===== src/rtl/sample_test_arb.sv =====
// sample_test_arb
//   Round-robin arbiter sharing one sampletest unit between two sample
//   iterators (A and B). Each cycle at most one requester is granted; its
//   triangle/color/sample are muxed onto the sampletest R16 inputs. A
//   {vld, src} tag rides a PIPE_DEPTH-deep shift register alongside
//   sampletest so each R18 result is routed back to its requester.
//
// Ports
//   clk, rst                      clock, synchronous active-high reset
//   tri/color/sample_{a,b}_R16*   requester payloads
//   validSamp_{a,b}_R16H          request valid
//   halt_{a,b}_R16L               1 = request accepted this cycle (combinational)
//   tri/color/sample_R16*         muxed payload to sampletest
//   validSamp_R16H                valid to sampletest
//   hit_valid_R18H                sampletest hit result
//   hit_{a,b}_R18H                hit routed to A / B
//   done_{a,b}_R18H               R18 result belongs to A / B
//   src_R18H                      requester of R18 result (0 = A, 1 = B)
//
// Optional feature: define SAMPLE_TEST_ARB_STATS_EN to add saturating
//   32-bit counters hits_{a,b}_cnt and samples_{a,b}_cnt.
module sample_test_arb #(
  parameter int SIGFIG     = 24,
  parameter int RADIX      = 10,
  parameter int VERTS      = 3,
  parameter int AXIS       = 3,
  parameter int COLORS     = 3,
  parameter int PIPE_DEPTH = 2,
  parameter int BURST      = 4
) (
  input  logic                                        clk,
  input  logic                                        rst,
  input  logic signed [VERTS-1:0][AXIS-1:0][SIGFIG-1:0] tri_a_R16S,
  input  logic signed [VERTS-1:0][AXIS-1:0][SIGFIG-1:0] tri_b_R16S,
  input  logic        [COLORS-1:0][SIGFIG-1:0]        color_a_R16U,
  input  logic        [COLORS-1:0][SIGFIG-1:0]        color_b_R16U,
  input  logic signed [1:0][SIGFIG-1:0]               sample_a_R16S,
  input  logic signed [1:0][SIGFIG-1:0]               sample_b_R16S,
  input  logic                                        validSamp_a_R16H,
  input  logic                                        validSamp_b_R16H,
  output logic                                        halt_a_R16L,
  output logic                                        halt_b_R16L,
  output logic signed [VERTS-1:0][AXIS-1:0][SIGFIG-1:0] tri_R16S,
  output logic        [COLORS-1:0][SIGFIG-1:0]        color_R16U,
  output logic signed [1:0][SIGFIG-1:0]               sample_R16S,
  output logic                                        validSamp_R16H,
  input  logic                                        hit_valid_R18H,
  output logic                                        hit_a_R18H,
  output logic                                        hit_b_R18H,
  output logic                                        src_R18H,
  output logic                                        done_a_R18H,
  output logic                                        done_b_R18H
`ifdef SAMPLE_TEST_ARB_STATS_EN
  ,
  output logic [31:0]                                 hits_a_cnt,
  output logic [31:0]                                 hits_b_cnt,
  output logic [31:0]                                 samples_a_cnt,
  output logic [31:0]                                 samples_b_cnt
`endif
);

  localparam int              CNT_W   = $clog2(BURST + 1);
  localparam logic [CNT_W-1:0] BURST_C = CNT_W'(BURST);
  localparam logic [CNT_W-1:0] ONE_C   = CNT_W'(1);

  // Configurations sampletest cannot be fed from: empty marker block so a
  // bad parameter set is visible in the elaborated hierarchy.
  if (PIPE_DEPTH < 1 || BURST < 1 || RADIX >= SIGFIG) begin : g_bad_cfg
  end

  logic             last_R;       // 0 = A, 1 = B
  logic [CNT_W-1:0] burst_cnt_R;
  logic             gnt_a, gnt_b;
  logic             stay, pick_b;

  // burst_cnt_R == 0 only after reset: no burst in progress, so the tie goes
  // to the requester that was not last granted (A, since last_R resets to B).
  always_comb begin
    gnt_a  = 1'b0;
    gnt_b  = 1'b0;
    stay   = (burst_cnt_R != '0) && (burst_cnt_R < BURST_C);
    pick_b = stay ? last_R : ~last_R;
    if (!rst) begin
      if (validSamp_a_R16H && !validSamp_b_R16H) begin
        gnt_a = 1'b1;
      end else if (validSamp_b_R16H && !validSamp_a_R16H) begin
        gnt_b = 1'b1;
      end else if (validSamp_a_R16H && validSamp_b_R16H) begin
        gnt_b = pick_b;
        gnt_a = ~pick_b;
      end
    end
  end

  always_ff @(posedge clk) begin
    if (rst) begin
      last_R      <= 1'b1;
      burst_cnt_R <= '0;
    end else if (gnt_a || gnt_b) begin
      if (gnt_b == last_R) begin
        if (burst_cnt_R != BURST_C) burst_cnt_R <= burst_cnt_R + ONE_C;
      end else begin
        last_R      <= gnt_b;
        burst_cnt_R <= ONE_C;
      end
    end
  end

  assign halt_a_R16L    = gnt_a;
  assign halt_b_R16L    = gnt_b;
  assign validSamp_R16H = gnt_a | gnt_b;
  assign tri_R16S       = gnt_b ? tri_b_R16S    : tri_a_R16S;
  assign color_R16U     = gnt_b ? color_b_R16U  : color_a_R16U;
  assign sample_R16S    = gnt_b ? sample_b_R16S : sample_a_R16S;

  // Tag shift register matching sampletest latency.
  logic [PIPE_DEPTH-1:0] vld_pipe;
  logic [PIPE_DEPTH-1:0] src_pipe;

  always_ff @(posedge clk) begin
    if (rst) begin
      vld_pipe <= '0;
      src_pipe <= '0;
    end else begin
      vld_pipe[0] <= validSamp_R16H;
      src_pipe[0] <= gnt_b;
      for (int i = 1; i < PIPE_DEPTH; i++) begin
        vld_pipe[i] <= vld_pipe[i-1];
        src_pipe[i] <= src_pipe[i-1];
      end
    end
  end

  assign src_R18H    = src_pipe[PIPE_DEPTH-1];
  assign done_a_R18H = vld_pipe[PIPE_DEPTH-1] & ~src_pipe[PIPE_DEPTH-1];
  assign done_b_R18H = vld_pipe[PIPE_DEPTH-1] &  src_pipe[PIPE_DEPTH-1];
  assign hit_a_R18H  = done_a_R18H & hit_valid_R18H;
  assign hit_b_R18H  = done_b_R18H & hit_valid_R18H;

`ifdef SAMPLE_TEST_ARB_STATS_EN
  always_ff @(posedge clk) begin
    if (rst) begin
      hits_a_cnt    <= '0;
      hits_b_cnt    <= '0;
      samples_a_cnt <= '0;
      samples_b_cnt <= '0;
    end else begin
      if (hit_a_R18H  && hits_a_cnt    != '1) hits_a_cnt    <= hits_a_cnt    + 32'd1;
      if (hit_b_R18H  && hits_b_cnt    != '1) hits_b_cnt    <= hits_b_cnt    + 32'd1;
      if (done_a_R18H && samples_a_cnt != '1) samples_a_cnt <= samples_a_cnt + 32'd1;
      if (done_b_R18H && samples_b_cnt != '1) samples_b_cnt <= samples_b_cnt + 32'd1;
    end
  end
`endif

endmodule


===== config.mk =====
export PLATFORM = sky130hd
export DESIGN_NAME = sample_test_arb
export DESIGN_NICKNAME = d
export VERILOG_FILES = /design/src/rtl/sample_test_arb.sv
export SDC_FILE = /design/constraint.sdc
export NUM_CORES = 1
export LEC_CHECK = 0
export CAP_MARGIN = 20
export CORE_AREA = 2 2 403 405
export CTS_BUF_LIST = sky130_fd_sc_hd__clkbuf_2
export CTS_CLUSTER_SIZE = 25
export DETAILED_ROUTE_END_ITERATION = 8
export DIE_AREA = 0 0 405 407
export MAX_ROUTING_LAYER = met4
export REMOVE_ABC_BUFFERS = 1
export SLEW_MARGIN = 15
export SYNTH_ARGS = -nofsm -noshare
export SYNTH_HDL_FRONTEND = slang
export SYNTH_SLANG_ARGS = --single-unit

===== constraint.sdc =====
create_clock -name clk -period 2.3 [get_ports clk]
set_clock_uncertainty 0.15 [all_clocks]
set_input_delay 0.23 -clock clk [delete_from_list [all_inputs] [get_ports clk]]
set_output_delay 0.23 -clock clk [all_outputs]
set_load 0.01 [all_outputs]

==> flow_summary.toml, run 1 <==
[global_route]
grt_pass1_wl_um = 93000
overflow = 0
grt_usage = 0.0902
grt_max_degree = 15
grt_antenna_before_repair = 58
grt_pass1_vias = 8729

[status]
violations = "setup timing"
run_status = "finished with violations"

[critical_path]
reg2reg_depth = 6
worst_setup_path_end_kind = "output port"
crit_fanout = 9
regToRegStartpoint = "burst_cnt_R[0]"
crit_arrival_ns = 2.51
rrSetupSlack_ns = 0.61
start_kind = "register"
r2r-end = "burst_cnt_R[2]"
required_ns = 1.92
critPathKind = "reg2out"

[cells_and_area]
finalNonFillerCells = 3803
drive_gt1_frac = 0.514
area_growth_pct = 241
finalNetCount = 2304

[worst_hold_path]
min_to = "vld_pipe[1]"
min_from = "vld_pipe[0]"
hold_class = "reg2reg"
min_path_cells = 1

[drt]
first_pass_iters = 5
drc_errors = 0
initialDrtViolationCount = 578
vias = 9056
wl_per_cell_um = 21.2
drt-vias-per-instance = 2.38
ant_nets = 0
routed_wl_um = 80700

[placement]
port_buffers = 1020
placed_cells = 3635
place_congestion = 0.946
post-dp-hpwl_um = 70900

[flow_run]
maxCapViolations = 0

[die]
io_pins = 1021
core_area_um2 = 160000
die_area_um2 = 165000
die_w_um = 405
start_util = 0.0389
die_y_um = 407
std_cell_rows = 147

[yosys]
synthTopCellsByCount = "mux2_4, buf_12, dfxtp_1, mux2_2, nand2_1"
synth-edff-count = 0
synthArstFlopShare = 0
synth.area.top_cells = "mux2_4, buf_12, dfxtp_1, mux2_2, nand2_1"
postSynthAreaPerCell_um2 = 14.5
ys_types = 28
synth_top_flop_cell = "dfxtp_1"
synth_seq_cells = 8
synth.most_common_cell = "mux2_4"
yosys_warnings = 0
synth_cells = 431
netlist_area_um2 = 6230
netlist.area_leader.share = 0.793
synth_top_area_cell = "mux2_4"
seq_area_frac_synth = 0.0257

[sta]
slew_headroom = 0.698
max_freq_mhz = 346
whs_ns = 0.291
final.min_clock_period_ns = 2.89
rsz0062_at_grt = "true"
setup_viol = 338
hold_violations = 0
maxSlewViolCount = 0
worst_slew_pin_slew_ns = 0.453
min_period_over_period = 1.26
layout_setup_ws_ns = -0.588

[clock_network]
cts_tree = "built"
cts_sinks = 8
clock_latency_ns = 0.26
htree_levels = 1
cts_max_path_buffers = 2
root_buffer = "clkbuf_2"
cts.clk_slew.worst_paths_ns = 0.09
numCtsBuffers = 3

[pwr]
ir_drop_mv = 0.116
power.leakage_nw = 8.81
power.density_nw_per_um2 = 268
critical path: stages (launching register included):
cell and delay (ns):
dfxtp_2 0.34, inv_2 0.05, ha_4 0.16, nor2_4 0.11, xor2_2 0.23, a21oi_4 0.11, buf_12 0.17, buf_8 0.17
buf_12 0.13, buf_16 0.14, buf_6 0.11, mux2_4 0.32, buf_6 0.13
cell usage in the layout, fill, tap and decap left out, drive strengths merged:
cell type,netlist,final
a22o,1,1
dlymetal6s2s,0,24
a21oi,3,3
mux2,337,337
clkdlybuf4s50,0,683
and2,1,1
o211a,1,1
o32ai,1,1
a311oi,1,1
o21ai,3,3
and3,1,1
buf,38,446
nor2b,4,4
inv,4,4
diode,0,20
ha,2,2
dfxtp,8,8
nand2b,3,3
nor2,7,7
a22oi,1,1
dlygate4sd2,0,36
mux2i,2,2
clkbuf,3,41
clkdlybuf4s15,0,3
a21boi,1,1
nand2,7,7
xor2,1,1
o2bb2ai,1,1
worst max-delay path by stage:
stage,slack (ns),cells after the start,startpoint,endpoint
floorplan,-8.63,6,burst_cnt_R[0],color_R16U[71]
global placement,-0.69,8,rst,color_R16U[41]
detailed placement,-0.66,8,rst,color_R16U[41]
CTS,-0.67,13,burst_cnt_R[0],tri_R16S[89]
global route,-0.67,12,burst_cnt_R[0],tri_R16S[122]
finish,-0.59,12,burst_cnt_R[0],tri_R16S[60]
stage by stage:
step                      setup slack [ns]  cell area (um^2)  setup TNS (ns)  total power [W]   util
after floorplan                      -8.63              5480        -2842.01          0.00233      -
after global placement              -0.694             18900         -192.02          0.00487  0.118
after detailed placement            -0.656             18900         -177.58          0.00486  0.118
after CTS                           -0.674             20300         -165.68          0.00545  0.127
after global routing                -0.674             21200         -181.17          0.00597  0.133
final                               -0.588             21200         -146.99          0.00570  0.133
layout make-up:
type | count | area, um^2
Antenna cell | 20 | 50.0
Clock buffer | 3 | 15.0
Fill cell | 18100 | 139000
Inverter | 4 | 15.0
Multi-Input combinational cell | 378 | 5340
Sequential cell | 8 | 163
Tap cell | 2160 | 2700
Timing Repair Buffer | 1230 | 13000
registers in the layout, summed over array words and instances, names as in the netlist:
register     count
burst_cnt_R      3
last_R           1
src_pipe         2
vld_pipe         2
per-layer routing:
metal | global-route usage | part of all wire | vias to the layer above
li1 | - | - | 4039
met1 | 0.0956 | 0.37 | 4297
met2 | 0.157 | 0.51 | 623
met3 | 0.0391 | 0.10 | 97
met4 | 0.0152 | 0.019 | 0
met5 | - | 0 | -
what timing repair did:
| action | 4_1_cts | 5_1_grt |
|---|---|---|
| gates cloned | 9 | 6 |
| endpoints found under the setup margin | 338 | 338 |
| gates resized for setup | 1029 | 354 |
| hold buffers | 0 | 0 |
| pin swaps | 4 | 4 |
| buffers inserted | 83 | 74 |
logic make-up (layout without fill, tap and decap cells):
family / count (synthesis) / count (layout) / synth area share
other: 0 / 20 / 0
AOI/OAI and AO/OA: 13 / 13 / 0.0163
and+or+nand+nor: 23 / 23 / 0.0187
DFF: 8 / 8 / 0.0257
adders and majority gates: 2 / 2 / 0.00401
xor gates and xnor gates: 1 / 1 / 0.00261
muxes: 339 / 339 / 0.810
buffers and inverters: 45 / 1237 / 0.122
report_power, final:
group,leakage (nW),total (W),internal [W],switching [W]
combinational,8.73,0.00545,0.00353,0.00192
sequential,0.0667,0.000165,0.000152,0.0000129
clock,0.0126,0.0000886,0.0000355,0.0000531
total,8.81,0.00570,0.00372,0.00198
Note: power is estimated with default switching activity, not from simulation.
==> inputs of run 2 (changes only) <==
--- a/config.mk
+++ b/config.mk
@@ -13,7 +13,7 @@
 export DIE_AREA = 0 0 405 407
 export MAX_ROUTING_LAYER = met4
 export REMOVE_ABC_BUFFERS = 1
-export SLEW_MARGIN = 15
+export SLEW_MARGIN = 20
 export SYNTH_ARGS = -nofsm -noshare
 export SYNTH_HDL_FRONTEND = slang
 export SYNTH_SLANG_ARGS = --single-unit
==> results of run 2 <==
Same layout as run 1: the final DEF is identical, and so are final timing and power.
==> inputs of run 3 (changes only) <==
--- a/config.mk
+++ b/config.mk
@@ -5,6 +5,7 @@
 export SDC_FILE = /design/constraint.sdc
 export NUM_CORES = 1
 export LEC_CHECK = 0
+export ABC_CLOCK_PERIOD_IN_PS = 2950
 export CAP_MARGIN = 20
 export CORE_AREA = 2 2 403 405
 export CTS_BUF_LIST = sky130_fd_sc_hd__clkbuf_2
@@ -13,6 +14,7 @@
 export DIE_AREA = 0 0 405 407
 export MAX_ROUTING_LAYER = met4
 export REMOVE_ABC_BUFFERS = 1
+export SETUP_SLACK_MARGIN = 0.5
 export SLEW_MARGIN = 20
 export SYNTH_ARGS = -nofsm -noshare
 export SYNTH_HDL_FRONTEND = slang
==> constraint.sdc (replaced) <==
create_clock -name clk -period 2.95 [get_ports clk]
set_clock_uncertainty 0.15 [all_clocks]
set_input_delay 0.295 -clock clk [delete_from_list [all_inputs] [get_ports clk]]
set_output_delay 0.295 -clock clk [all_outputs]
set_load 0.01 [all_outputs]
==> run 3 against run 2 <==
Net effect: the run still ends with setup timing left; power is 18% lower; die area stayed put; critical endpoint is now color_R16U[25]; worst hold slack worse by 0.0030 ns; final area is 3.1% higher; largest power group unchanged; wire length is 0.21% lower; final cell count is 0.11% lower; combinational power is 18% lower; critical path type unchanged.
==> flow_summary.toml, run 3 (synthesized netlist as in run 1, its figures left out) <==
[cells_and_area]
layout_common_cells = "clkdlybuf4s50_1, buf_6, mux2_4"
fill_cells = 18000
final_common_cell = "clkdlybuf4s50_1"
finalNetCount = 2291
largest_reg_flops = 3
drive_gt1_frac = 0.543
reg_top3 = "burst_cnt_R (3), src_pipe (2), vld_pipe (2)"
area_growth_pct = 251
top_register = "burst_cnt_R"

[sta]
layout_setup_ws_ns = -0.104
final.min_clock_period_ns = 3.05
worst_slew_pin_slew_ns = 0.497
min_period_over_period = 1.04
fin_tns_setup_ns = -3.89
max_freq_mhz = 327
hold_violations = 0
maxSlewViolCount = 0
setup_viol = 115
rsz0062_at_grt = "true"
slew_headroom = 0.668

[placement]
port_buffers = 1020
place_congestion = 0.927
post-dp-hpwl_um = 71000

[die]
die_area_um2 = 165000
die_y_um = 407
die_w_um = 405
core_area_um2 = 160000
io_pins = 1021
start_util = 0.0389
std_cell_rows = 147

[critical_path]
reg2reg_depth = 6
rrSetupSlack_ns = 1.26
crit_fanout = 6
crit_end = "color_R16U[25]"
regToRegStartpoint = "burst_cnt_R[0]"
worst_setup_path_end_kind = "output port"
crit_arrival_ns = 2.61
required_ns = 2.51
start_kind = "register"
critPathKind = "reg2out"
r2r-end = "burst_cnt_R[2]"
crit_start = "burst_cnt_R[0]"

[clock_network]
cts_max_path_buffers = 2
cts_sinks = 8
root_buffer = "clkbuf_2"
cts.clk_slew.worst_paths_ns = 0.09
numCtsBuffers = 3
clock_latency_ns = 0.24
htree_levels = 1
cts_tree = "built"
hold_buffers = 0

[global_route]
overflow = 0
grt_pass1_wl_um = 94400
grt_antenna_before_repair = 67
grt_max_degree = 11
grt_pass1_vias = 8984
grt_usage = 0.0914

[drt]
wl_per_cell_um = 21.2
first_pass_iters = 5
vias = 9002
ant_nets = 0
initialDrtViolationCount = 446
routed_wl_um = 80500
drc_errors = 0
drt-vias-per-instance = 2.37

[pwr]
power.density_nw_per_um2 = 214
totalPowerFinal_w = 0.00469
power.leakage_nw = 8.87
ir_drop_mv = 0.0891

[worst_hold_path]
hold_class = "reg2reg"

[status]
run_status = "finished with violations"
violations = "setup timing"

[flow_run]
maxCapViolations = 0
==> run 3: metal layers <==
metal  vias up  global-route usage  share of wire
li1       4022                   -              -
met1      4249              0.0924           0.36
met2       627               0.162           0.52
met3       104              0.0432           0.10
met4         0              0.0163          0.019
met5         -                   -              0
==> run 3: cell type report <==
type | instances | area [um^2] | share of cell area
timing repair buffer | 1217 | 13600 | 0.620
multi-input combinational | 378 | 5340 | 0.244
tap | 2160 | 2700 | 0.124
sequential | 8 | 163 | 0.00743
antenna | 29 | 72.6 | 0.00332
clock buffer | 3 | 15.0 | 0.000686
inverter | 4 | 15.0 | 0.000686
==> run 3: worst min path at each step <==
stage	start	endpoint	slack (ns)	depth (start not counted)
6_report	vld_pipe[0]	vld_pipe[1]	0.29	1
5_1_grt	vld_pipe[0]	vld_pipe[1]	0.30	1
4_1_cts	vld_pipe[0]	vld_pipe[1]	0.29	1
3_5_place_dp	vld_pipe[0]	vld_pipe[1]	0.27	1
3_3_place_gp	vld_pipe[0]	vld_pipe[1]	0.28	1
2_1_floorplan	rst	src_pipe[1]	0.22	1
==> run 3: power breakdown <==
part	internal [W]	switching (W)
logic	0.00295	0.00154
clock network	0.0000277	0.0000402
registers	0.000119	0.0000117
total	0.00310	0.00159
==> run 3: repair_timing <==
action	CTS	global route
pin swaps	2	3
buffers inserted	97	34
hold endpoints to repair	0	0
resized for setup	1390	395
cloned	10	3
endpoints found under the setup margin	338	337
==> run 3: per-stage QoR <==
| step | utilization | setup WS [ns] | std cells | area [um^2] | hold WS (ns) |
|---|---|---|---|---|---|
| floorplan | - | -8.04 | 390 | 5480 | 0.217 |
| global placement | 0.118 | -0.108 | 3623 | 18900 | 0.278 |
| detailed placement | 0.118 | -0.0542 | 3623 | 18900 | 0.274 |
| CTS | 0.128 | -0.109 | 3733 | 20500 | 0.291 |
| global route | 0.136 | -0.183 | 3793 | 21900 | 0.299 |
| finish | 0.137 | -0.104 | 3799 | 21900 | 0.288 |
==> run 3: worst max-delay path, stage by stage, from the launching register on <==
cell     delay [ns]
dfxtp_2        0.36
inv_2          0.05
ha_4           0.16
nor2_4         0.14
xor2_2         0.21
a21oi_4        0.09
buf_12         0.14
buf_8          0.13
buf_12         0.15
buf_6          0.12
buf_12         0.12
buf_16         0.13
buf_12         0.12
mux2_4         0.30
buf_6          0.12
